**config.mk**
```make
export PLATFORM = sky130hd
export DESIGN_NAME = bchecc_fix_flat
export DESIGN_NICKNAME = d
export VERILOG_FILES = /design/src/rtl/bchecc_fix_if.sv /design/src/rtl/bchecc_fix.sv /design/src/flat_wrapper.sv
export SDC_FILE = /design/constraint.sdc
export NUM_CORES = 1
export LEC_CHECK = 0
export ABC_AREA = 1
export CORE_ASPECT_RATIO = 0.5
export CORE_MARGIN = 1.5
export CORE_UTILIZATION = 40
export CTS_BUF_LIST = sky130_fd_sc_hd__clkbuf_16
export CTS_CLUSTER_DIAMETER = 200
export DETAILED_ROUTE_END_ITERATION = 16
export PLACE_DENSITY_LB_ADDON = 0.1
export SYNTH_ARGS = -nofsm -noshare
export SYNTH_HDL_FRONTEND = slang
export SYNTH_SLANG_ARGS = --single-unit
export TNS_END_PERCENT = 10
```
**constraint.sdc**
```tcl
create_clock -name clk -period 5.8 [get_ports clk]
set_input_delay 1.74 -clock clk [delete_from_list [all_inputs] [get_ports clk]]
set_output_delay 1.74 -clock clk [all_outputs]
set_load 0.02 [all_outputs]
```
**src/rtl/bchecc_fix_if.sv**
```systemverilog
// Decoder-side error stream and page-SRAM port of the BCH correction stage.
interface bchecc_fix_if #(
    parameter int AW = 10
);
    logic          err_vld_i;
    logic [12:0]   err_addr_i;
    logic          err_last_i;
    logic [7:0]    mem_rdata_i;
    logic          mem_en_o;
    logic          mem_we_o;
    logic [AW-1:0] mem_addr_o;
    logic [7:0]    mem_wdata_o;

    // Correction stage side.
    modport slave (
        input  err_vld_i, err_addr_i, err_last_i, mem_rdata_i,
        output mem_en_o, mem_we_o, mem_addr_o, mem_wdata_o
    );

    // Decoder / SRAM side.
    modport master (
        output err_vld_i, err_addr_i, err_last_i, mem_rdata_i,
        input  mem_en_o, mem_we_o, mem_addr_o, mem_wdata_o
    );
endinterface

```
**src/rtl/bchecc_fix.sv**
```systemverilog
// BCH correction stage: buffers error bit-addresses from the Chien search
// and repairs the sector in page SRAM by read / XOR single bit / write back.
module bchecc_fix #(
    parameter int DATA_BYTES = 512,
    parameter int FIFO_DEPTH = 16,
    parameter int AW         = 10
) (
    input  logic               clk,
    input  logic               rst,
    input  logic               start_i,
    input  logic               fail_i,
    bchecc_fix_if.slave        bus,
    output logic               fix_busy_o,
    output logic               fix_done_o,
    output logic               fix_fail_o,
    output logic               fix_ovf_o,
    output logic [4:0]         fix_cnt_o,
    output logic [3:0]         skip_cnt_o
);
    localparam int            PW       = $clog2(FIFO_DEPTH);
    localparam logic [PW:0]   CNT_FULL = (PW+1)'(FIFO_DEPTH);
    localparam logic [PW:0]   CNT_ONE  = (PW+1)'(1);
    localparam logic [10:0]   DB_LIMIT = 11'(DATA_BYTES);

    typedef enum logic [2:0] {S_IDLE, S_RD, S_MOD, S_WR, S_DONE} state_t;

    state_t        r_state, w_next;
    logic [12:0]   r_fifo [FIFO_DEPTH];
    logic [PW-1:0] r_wptr, r_rptr;
    logic [PW:0]   r_count;
    logic          r_busy, r_fail, r_ovf, r_last_seen;
    logic [4:0]    r_fix_cnt;
    logic [3:0]    r_skip_cnt;
    logic [AW-1:0] r_addr;
    logic [2:0]    r_bit;
    logic [7:0]    r_data, r_mask;

    logic [12:0]   w_head;
    logic [9:0]    w_head_byte;
    logic          w_in_range, w_fail, w_full, w_pop, w_push_req, w_push, w_drop;

    assign w_head      = r_fifo[r_rptr];
    assign w_head_byte = w_head[12:3];
    assign w_in_range  = {1'b0, w_head_byte} < DB_LIMIT;
    // start_i takes priority over fail_i: a restart never reports failure.
    assign w_fail      = fail_i & r_busy & ~start_i;
    assign w_full      = (r_count == CNT_FULL);
    assign w_pop       = (r_state == S_RD) & ~w_fail & ~start_i;
    assign w_push_req  = bus.err_vld_i & r_busy & ~r_fail & ~w_fail & ~start_i;
    assign w_push      = w_push_req & (~w_full | w_pop);
    assign w_drop      = w_push_req & w_full & ~w_pop;

    // State register.
    always_ff @(posedge clk) begin
        if (rst) r_state <= S_IDLE;
        else     r_state <= w_next;
    end

    // Next-state decode; abort paths override the normal walk.
    always_comb begin
        // NOTE: default assigned first so every path drives w_next and no latch is inferred.
        w_next = r_state;
        case (r_state)
            S_IDLE: begin
                if (r_count != '0)    w_next = S_RD;
                else if (r_last_seen) w_next = S_DONE;
            end
            S_RD: begin
                if (w_in_range)             w_next = S_MOD;
                else if (r_count > CNT_ONE) w_next = S_RD;
                else                        w_next = S_IDLE;
            end
            S_MOD:   w_next = S_WR;
            S_WR:    w_next = (r_count != '0) ? S_RD : S_IDLE;
            S_DONE:  w_next = S_IDLE;
            default: w_next = S_IDLE;
        endcase
        if (w_fail)  w_next = S_DONE;
        if (start_i) w_next = S_IDLE;
    end

    // SRAM port decoded from the current state.
    always_comb begin
        bus.mem_en_o    = 1'b0;
        bus.mem_we_o    = 1'b0;
        bus.mem_addr_o  = '0;
        bus.mem_wdata_o = '0;
        case (r_state)
            S_RD: begin
                if (w_in_range) begin
                    bus.mem_en_o   = 1'b1;
                    bus.mem_addr_o = AW'(w_head_byte);
                end
            end
            S_WR: begin
                bus.mem_en_o    = 1'b1;
                bus.mem_we_o    = 1'b1;
                bus.mem_addr_o  = r_addr;
                bus.mem_wdata_o = r_data ^ r_mask;
            end
            default: ;
        endcase
    end

    // FIFO pointers and occupancy; start and failure flush the queue.
    always_ff @(posedge clk) begin
        // NOTE: sequential state uses non-blocking assignments so every register samples pre-edge values.
        if (rst || start_i || w_fail) begin
            r_wptr  <= '0;
            r_rptr  <= '0;
            r_count <= '0;
        end else begin
            if (w_push) r_wptr <= r_wptr + 1'b1;
            if (w_pop)  r_rptr <= r_rptr + 1'b1;
            case ({w_push, w_pop})
                2'b10:   r_count <= r_count + CNT_ONE;
                2'b01:   r_count <= r_count - CNT_ONE;
                default: r_count <= r_count;
            endcase
        end
    end

    // FIFO storage.
    always_ff @(posedge clk) begin
        // NOTE: storage array is not reset; r_count alone decides which entries are valid.
        if (w_push) r_fifo[r_wptr] <= bus.err_addr_i;
    end

    // Sector status: busy, sticky flags, saturating counters, last_seen.
    always_ff @(posedge clk) begin
        if (rst) begin
            r_busy      <= 1'b0;
            r_fail      <= 1'b0;
            r_ovf       <= 1'b0;
            r_last_seen <= 1'b0;
            r_fix_cnt   <= '0;
            r_skip_cnt  <= '0;
        end else if (start_i) begin
            r_busy      <= 1'b1;
            r_fail      <= 1'b0;
            r_ovf       <= 1'b0;
            r_last_seen <= 1'b0;
            r_fix_cnt   <= '0;
            r_skip_cnt  <= '0;
        end else begin
            if (w_next == S_DONE) r_busy <= 1'b0;
            if (w_fail)           r_fail <= 1'b1;
            if (w_drop)           r_ovf  <= 1'b1;
            if (r_state == S_WR && r_fix_cnt != 5'd31)
                r_fix_cnt <= r_fix_cnt + 5'd1;
            if (r_state == S_RD && !w_in_range && !w_fail && r_skip_cnt != 4'd15)
                r_skip_cnt <= r_skip_cnt + 4'd1;
            if (r_state == S_DONE)
                r_last_seen <= 1'b0;
            else if (bus.err_last_i && r_busy)
                r_last_seen <= 1'b1;
        end
    end

    // Read-modify-write datapath: latch target in RD, data and mask in MOD.
    always_ff @(posedge clk) begin
        if (rst) begin
            r_addr <= '0;
            r_bit  <= '0;
            r_data <= '0;
            r_mask <= '0;
        end else begin
            if (r_state == S_RD) begin
                r_addr <= AW'(w_head_byte);
                r_bit  <= w_head[2:0];
            end
            if (r_state == S_MOD) begin
                r_data <= bus.mem_rdata_i;
                r_mask <= 8'h01 << r_bit;
            end
        end
    end

    assign fix_busy_o = r_busy;
    assign fix_done_o = (r_state == S_DONE);
    assign fix_fail_o = r_fail;
    assign fix_ovf_o  = r_ovf;
    assign fix_cnt_o  = r_fix_cnt;
    assign skip_cnt_o = r_skip_cnt;
endmodule

```
**src/flat_wrapper.sv**
```systemverilog
// flat-port wrapper written by rule: the top's interface ports become plain ports
module bchecc_fix_flat 
#(
    parameter int DATA_BYTES = 512,
    parameter int FIFO_DEPTH = 16,
    parameter int AW         = 10
)
  (clk, rst, start_i, fail_i, fix_busy_o, fix_done_o, fix_fail_o, fix_ovf_o, fix_cnt_o, skip_cnt_o, bus_err_vld_i, bus_err_addr_i, bus_err_last_i, bus_mem_rdata_i, bus_mem_en_o, bus_mem_we_o, bus_mem_addr_o, bus_mem_wdata_o);
  bchecc_fix_if #(.AW(AW)) bus_i ();
  input  logic clk;
  input  logic rst;
  input  logic start_i;
  input  logic fail_i;
  output logic fix_busy_o;
  output logic fix_done_o;
  output logic fix_fail_o;
  output logic fix_ovf_o;
  output logic [4:0] fix_cnt_o;
  output logic [3:0] skip_cnt_o;
  input wire logic [$bits(bus_i.err_vld_i)-1:0] bus_err_vld_i;
  input wire logic [$bits(bus_i.err_addr_i)-1:0] bus_err_addr_i;
  input wire logic [$bits(bus_i.err_last_i)-1:0] bus_err_last_i;
  input wire logic [$bits(bus_i.mem_rdata_i)-1:0] bus_mem_rdata_i;
  output wire logic [$bits(bus_i.mem_en_o)-1:0] bus_mem_en_o;
  output wire logic [$bits(bus_i.mem_we_o)-1:0] bus_mem_we_o;
  output wire logic [$bits(bus_i.mem_addr_o)-1:0] bus_mem_addr_o;
  output wire logic [$bits(bus_i.mem_wdata_o)-1:0] bus_mem_wdata_o;
  assign bus_i.err_vld_i = bus_err_vld_i;
  assign bus_i.err_addr_i = bus_err_addr_i;
  assign bus_i.err_last_i = bus_err_last_i;
  assign bus_i.mem_rdata_i = bus_mem_rdata_i;
  assign bus_mem_en_o = bus_i.mem_en_o;
  assign bus_mem_we_o = bus_i.mem_we_o;
  assign bus_mem_addr_o = bus_i.mem_addr_o;
  assign bus_mem_wdata_o = bus_i.mem_wdata_o;
  bchecc_fix #(.DATA_BYTES(DATA_BYTES), .FIFO_DEPTH(FIFO_DEPTH), .AW(AW)) u_core (.clk(clk), .rst(rst), .start_i(start_i), .fail_i(fail_i), .bus(bus_i), .fix_busy_o(fix_busy_o), .fix_done_o(fix_done_o), .fix_fail_o(fix_fail_o), .fix_ovf_o(fix_ovf_o), .fix_cnt_o(fix_cnt_o), .skip_cnt_o(skip_cnt_o));
endmodule
```
Word level (Yosys, flattened, before mapping)
Memories as Yosys holds them, arrays and structs flattened. A register that Yosys moved wholly into a read port is not among the register bits.
Index checks and enable logic that the tools add are counted.
{ "classes": {"n_eq_ne": 10, "order_cmp": 2, "n_shift": 1, "n_addsub": 6, "mux": 21, "bitwise_logic": 18, "n_reduce_logical": 15} }
{ "ops": {"columns": ["operator", "count"], "rows": [
  ["$pmux W10 S2", 1],
  ["$mux W3", 5],
  ["$add A4 B1 Y4 const B", 3],
  ["$pmux W3 S4", 1],
  ["$and A1 B1 Y1", 11],
  ["$add A5 B1 Y5 const B", 2],
  ["$lt A10 B10 Y1 const B", 1],
  ["$mux W10", 1],
  ["$pmux W5 S2", 1],
  ["$mux W1", 8],
  ["$mux W4", 2],
  ["$mux W8", 1],
  ["$shl A1 B3 Y8 const A", 1],
  ["$xor A8 B8 Y8", 1],
  ["$eq A3 B2 Y1 const B", 2],
  ["$eq A3 B3 Y1 const B", 2],
  ["$eq A5 B5 Y1 const B", 1],
  ["$gt A5 B1 Y1 const B", 1],
  ["$logic_and A1 B1 Y1", 5],
  ["$ne A5 B5 Y1 const B", 1],
  ["$not A1 Y1", 5],
  ["$reduce_bool A5 Y1", 1],
  ["$sub A5 B1 Y5 const B", 1],
  ["$ne A4 B4 Y1 const B", 1],
  ["other kinds (11)", 14]
]} }
{ "totals": {"mem_count": 1, "ramBits": 208, "regBits": 58, "out_inout_bits": 33, "word_cells": 88} }
{ "memory_table": {"columns": ["memory", "words", "word_bits", "rd", "rd_ports_with_merged_regs", "wr", "line_no", "rtl"], "rows": [
  ["u_core.r_fifo", 16, 13, 1, 1, 1, "bchecc_fix.sv:28", "logic [12:0] r_fifo [FIFO_DEPTH];"]
]} }

Logic depth before layout (Yosys ltp)
{ "logic_depth": {"word_depth": 9, "mapped_depth": 14, "ltp_nobuf": 14} }

Worst setup path before layout
Ideal clock, no wire load.
{ "synth_timing": {"path_type": "in2reg", "startpoint": "in start_i", "endpoint": "mem u_core.r_fifo[0][0], enable pin", "path_stages": 8, "arrival_time_ps": 3075, "t_required_ps": 5418, "slack_ps": 2343, "path_cell_list": "inv_1 -> nand3_2 -> inv_1 -> nor3_1 -> nand2_2 -> clkinv_2 -> nand2_1 -> nor2_1"} }
{ "synth_between": {"elab_chain_cells": 9} }
{ "synth_lines": {"columns": ["item", "line_no", "rtl"], "rows": [
  ["start: declaration", "flat_wrapper.sv:12", "input logic start_i;"],
  ["$not A1 Y1 (*)", "bchecc_fix.sv:46, bchecc_fix.sv:48, bchecc_fix.sv:49", null],
  ["$and A1 B1 Y1", "bchecc_fix.sv:46", "assign w_fail = fail_i & r_busy & ~start_i;"],
  ["$not A1 Y1", "bchecc_fix.sv:48, bchecc_fix.sv:49", null],
  ["$and A1 B1 Y1 (2 in series)", "bchecc_fix.sv:48", "assign w_pop = (r_state == S_RD) & ~w_fail & ~start_i;"],
  ["$or A1 B1 Y1", "bchecc_fix.sv:50", "assign w_push = w_push_req & (~w_full | w_pop);"],
  ["$and A1 B1 Y1 (*)", "bchecc_fix.sv:50", null],
  ["$mux W1 (*)", "bchecc_fix.sv:126", "if (w_push) r_fifo[r_wptr] <= bus.err_addr_i;"],
  ["$mux W1 (not written as such) (*)", "bchecc_fix.sv:126", null],
  ["end: declaration", "bchecc_fix.sv:28", null]
]} }
Mark *: on every way between the ends. The rest lies on a longest branch, timed or not.

==> results.py <==
metrics = {
    "yosys": {
        "synth.yosys.seq_area_share_pct": 67.22,
        "post_syn_instances": 1024,
        "syn-cell-area_um2": 11140,
        "synth.top_cells.by_area": "edfxtp_1 (56%), dfxtp_1 (11%), nor2_1 (6.6%)",
        "ys.warnings.count": 0,
        "post_synth.cell_area_avg_um2": 10.88,
        "postSynth.topFlopCell": "edfxtp_1",
        "synth.distinct_cells": 30,
        "synth_edf_count": 208,
        "synth.net_count": 1064,
        "synth_top_area_share_pct": 56.08,
        "synth_async_sr_flop_share_pct": 0,
        "synth.largest_area_cell": "edfxtp_1",
        "synth.cells.most_frequent": "edfxtp_1 (208), nor2_1 (195), nand2_1 (103), o21ai_0 (103), inv_1 (69)",
        "yosysMostFrequentCell": "edfxtp_1",
        "ys_seq_elements": 270,
    },
    "clocking": {
        "clock_tree.root_cell": "clkbuf_16",
        "htree_levels": 1,
        "clock_path_buffers": 3,
        "clock_latency_ps": 540,
        "tritoncts": "yes",
        "cts_buffers": 25,
        "cts.clk_slew.worst_paths_ps": 70,
        "clock_sink_count": 270,
        "cts_hold_repair.buffers": 0,
        "cts_setup_buffers": 0,
        "cts.repair.resized": 0,
    },
    "detailed_routing": {
        "wl_met3_um": 1693,
        "detail_route.wirelength_um": 29260,
        "drt-initial-drc-count": 662,
        "via_count": 7785,
        "met2WireLength_um": 12930,
        "routedLengthMet1_um": 14070,
        "top_layer_used": "met5",
        "post_drt_via_cell_ratio": 5.239,
        "detailedRoute.firstPassIterationCount": 5,
        "drtAntennaViolNets": 0,
        "drcViolationCount": 0,
        "wire_per_inst_um": 19.69,
    },
    "global_routing": {
        "antenna_found_initial": 1,
        "grt_first_pass_wirelength_um": 44770,
        "grt_start_max_net_pins": 62,
        "gr-total-overflow": 0,
        "grt_pass1_vias": 7382,
        "grt_usage_pct": 20.72,
    },
    "layout": {
        "diodes": 0,
        "design.final.nets": 1133,
        "flow.area_growth_from_synthesis_pct": 16.20,
        "layout.filler_cells": 2498,
        "drive_gt1_share_pct": 7.284,
    },
    "run": {
        "drv.max_cap_violation_count": 0,
    },
    "place": {
        "routabilityCongestion": 0.8489,
        "place.port_buffers": 59,
        "hpwl_um": 17710,
    },
    "power_and_ir_drop": {
        "powerDensity_nw_per_um2": 285.8,
        "netSwitchingPower_mw": 0.7786,
        "combPwrFrac_pct": 2.2,
        "p_sw_share_pct": 21.04,
        "power.total_mw": 3.699,
        "ir_drop_v": 0.0002002,
        "share_seq_of_total_power_pct": 56.4,
        "leakagePower_nw": 4.389,
        "p_clk_share_pct": 41.3,
        "p_int_mw": 2.921,
    },
    "sta": {
        "setup-violations-final": 0,
        "grt_setup_unrepaired": "no",
        "period_needed_ps": 5033,
        "finalSetupTns_ps": 0,
        "final_count_of_pins_violating_max_slew": 0,
        "worst_pin_slew_ps": 963.3,
        "final_hold_viol_count": 0,
        "final.period_utilization_pct": 86.78,
        "timing.max_slew.rel_slack_pct": 35.71,
        "hold_slack_ps": 467.0,
        "fmax_ghz": 0.1987,
        "worst_clock_skew_ps": 10.92,
    },
    "critical_path": {
        "cp_cell_sequence": "inv_2 > buf_4 > nor2_1 > o211ai_1 > nand3_1 > nand2_1 > nand2_1 > o21ai_1 > clkdlybuf4s50_1",
        "crit_slowest_cell": "clkdlybuf4s50_1",
        "worstSetupPathType": "reg -> out",
        "cp_endpoint_kind": "output pin",
        "critPathArrivalTime_ps": 3290,
        "critical-path-max-stage-delay_ps": 630,
        "cpMostUsedCell": "nand2_1",
        "worst_setup_path_start_kind": "register",
        "cp_max_fo": 36,
        "required_ps": 4060,
    },
    "floorplan": {
        "fp.dieW_um": 239.0,
        "boundaryPins": 60,
        "die_height_um": 121.0,
        "floorplan.initialDensity_pct": 41.40,
        "floorplan.core_area_um2": 26910,
        "number_of_placement_rows": 42,
        "fp.dieArea_um2": 28920,
    },
    "min_path": {
        "hold_path.class": "reg -> reg",
    },
    "status": {
        "status": "finished clean",
    },
}
==> layout make-up <==
type | instances | area (um2) | share of cell area (%)
clock inverter | 20 | 86.33 | 0.6671
sequential | 270 | 7492 | 57.89
inverter | 73 | 275.3 | 2.127
timing repair buffer | 93 | 870.8 | 6.729
tap | 374 | 467.9 | 3.616
clock buffer | 26 | 650.6 | 5.027
multi-input combinational | 630 | 3099 | 23.95
==> path summary, 6_finish.rpt <==
| check | cells past startpoint | startpoint | slack, ps | end |
|---|---|---|---|---|
| hold / removal | 2 | u_core.r_addr[1]$_SDFFE_PP0P_ | 470 | u_core.r_addr[1]$_SDFFE_PP0P_ |
| hold reg to reg | 2 | u_core.r_addr[1]$_SDFFE_PP0P_ | 470 | u_core.r_addr[1]$_SDFFE_PP0P_ |
| setup reg to reg | 10 | u_core.r_state[0]$_SDFF_PP0_ | 3130 | u_core.r_fifo[3][9]$_DFFE_PP_ |
| setup / recovery | 9 | register | 770 | bus_mem_addr_o[3] |
==> power groups by stage <==
stage	clock (mW)	sequential, mW	combinational (mW)
5_1_grt	1.65	2.09	0.0912
3_3_place_gp	0	2.13	0.0825
3_5_place_dp	0	2.13	0.0832
4_1_cts	1.56	2.09	0.0835
2_1_floorplan	0	2.13	0.0287
6_report	1.53	2.09	0.0829
==> stage by stage <==
stage | std cells | worst slack (ps) | area [um2] | util [%]
6_report | 1486 | 766.7 | 12940 | 48.10
5_1_grt | 1486 | 504.5 | 12940 | 48.10
4_1_cts | 1486 | 738.2 | 12940 | 48.10
3_5_place_dp | 1440 | 1318 | 12210 | 45.36
3_3_place_gp | 1440 | 1325 | 12210 | 45.36
2_1_floorplan | 1024 | 2343 | 11140 | -
==> state kept, by name, indices dropped and copies added (netlist names), named ones only <==
register / flops
u_core.fix_busy_o: 1
u_core.fix_cnt_o: 5
u_core.fix_fail_o: 1
u_core.fix_ovf_o: 1
u_core.r_addr: 10
u_core.r_bit: 3
u_core.r_count: 5
u_core.r_data: 8
u_core.r_fifo: 208
u_core.r_last_seen: 1
u_core.r_mask: 8
u_core.r_rptr: 4
u_core.r_state: 3
u_core.r_wptr: 4
u_core.skip_cnt_o: 4
==> kinds of logic after synthesis <==
group / after synthesis / share of synthesized area [%]
XOR/XNOR: 5 / 0.3932
AND/OR/NAND/NOR: 374 / 13.85
flip-flops: 270 / 67.22
AO/OA/AOI/OAI: 238 / 12.12
buffers and inverters: 124 / 4.954
adder cells (fa/ha/maj): 13 / 1.460
==> placed cells by master, fill, tap and decap left out <==
cell             synthesis  layout
ha_1                    13      13
xor2_1                   2       2
or2_4                    1       1
clkinv_2                 1       6
nor2_1                 195     195
clkinv_1                 1       7
o21ai_1                 23      23
nand4_1                  7       7
o211ai_1                50      50
nand3_2                  4       4
nand3_1                 52      52
inv_6                    0       1
edfxtp_1               208     208
a31oi_1                 11      11
or2_2                    2       2
a21oi_1                 43      43
clkbuf_16                0      26
xnor2_1                  3       3
inv_2                    2       2
a211oi_1                 8       8
nor2_4                   1       1
dfxtp_1                 62      60
buf_4                   12      32
o21ai_0                103     103
dfxtp_4                  0       1
nand2_1                103     103
inv_1                   69      77
buf_12                   0       2
dfxtp_2                  0       1
nand2_2                  2       2
nor3_1                   7       7
clkdlybuf4s50_1          0      59
==> critical path: cells and delay by family (launching register included) <==
family / cells / cell delay [ps]
AO/OA/AOI/OAI: 2 / 320
buffers and inverters: 3 / 1400
flip-flops: 1 / 480
AND/OR/NAND/NOR: 4 / 540
==> routing by layer <==
metal | GRT usage (%) | vias up
met1 | 30.64 | 3795
met5 | 0 | -
met4 | 4.272 | 2
li1 | - | 3731
met3 | 3.640 | 38
met2 | 32.01 | 219
Power figures use the tool's default switching activity.
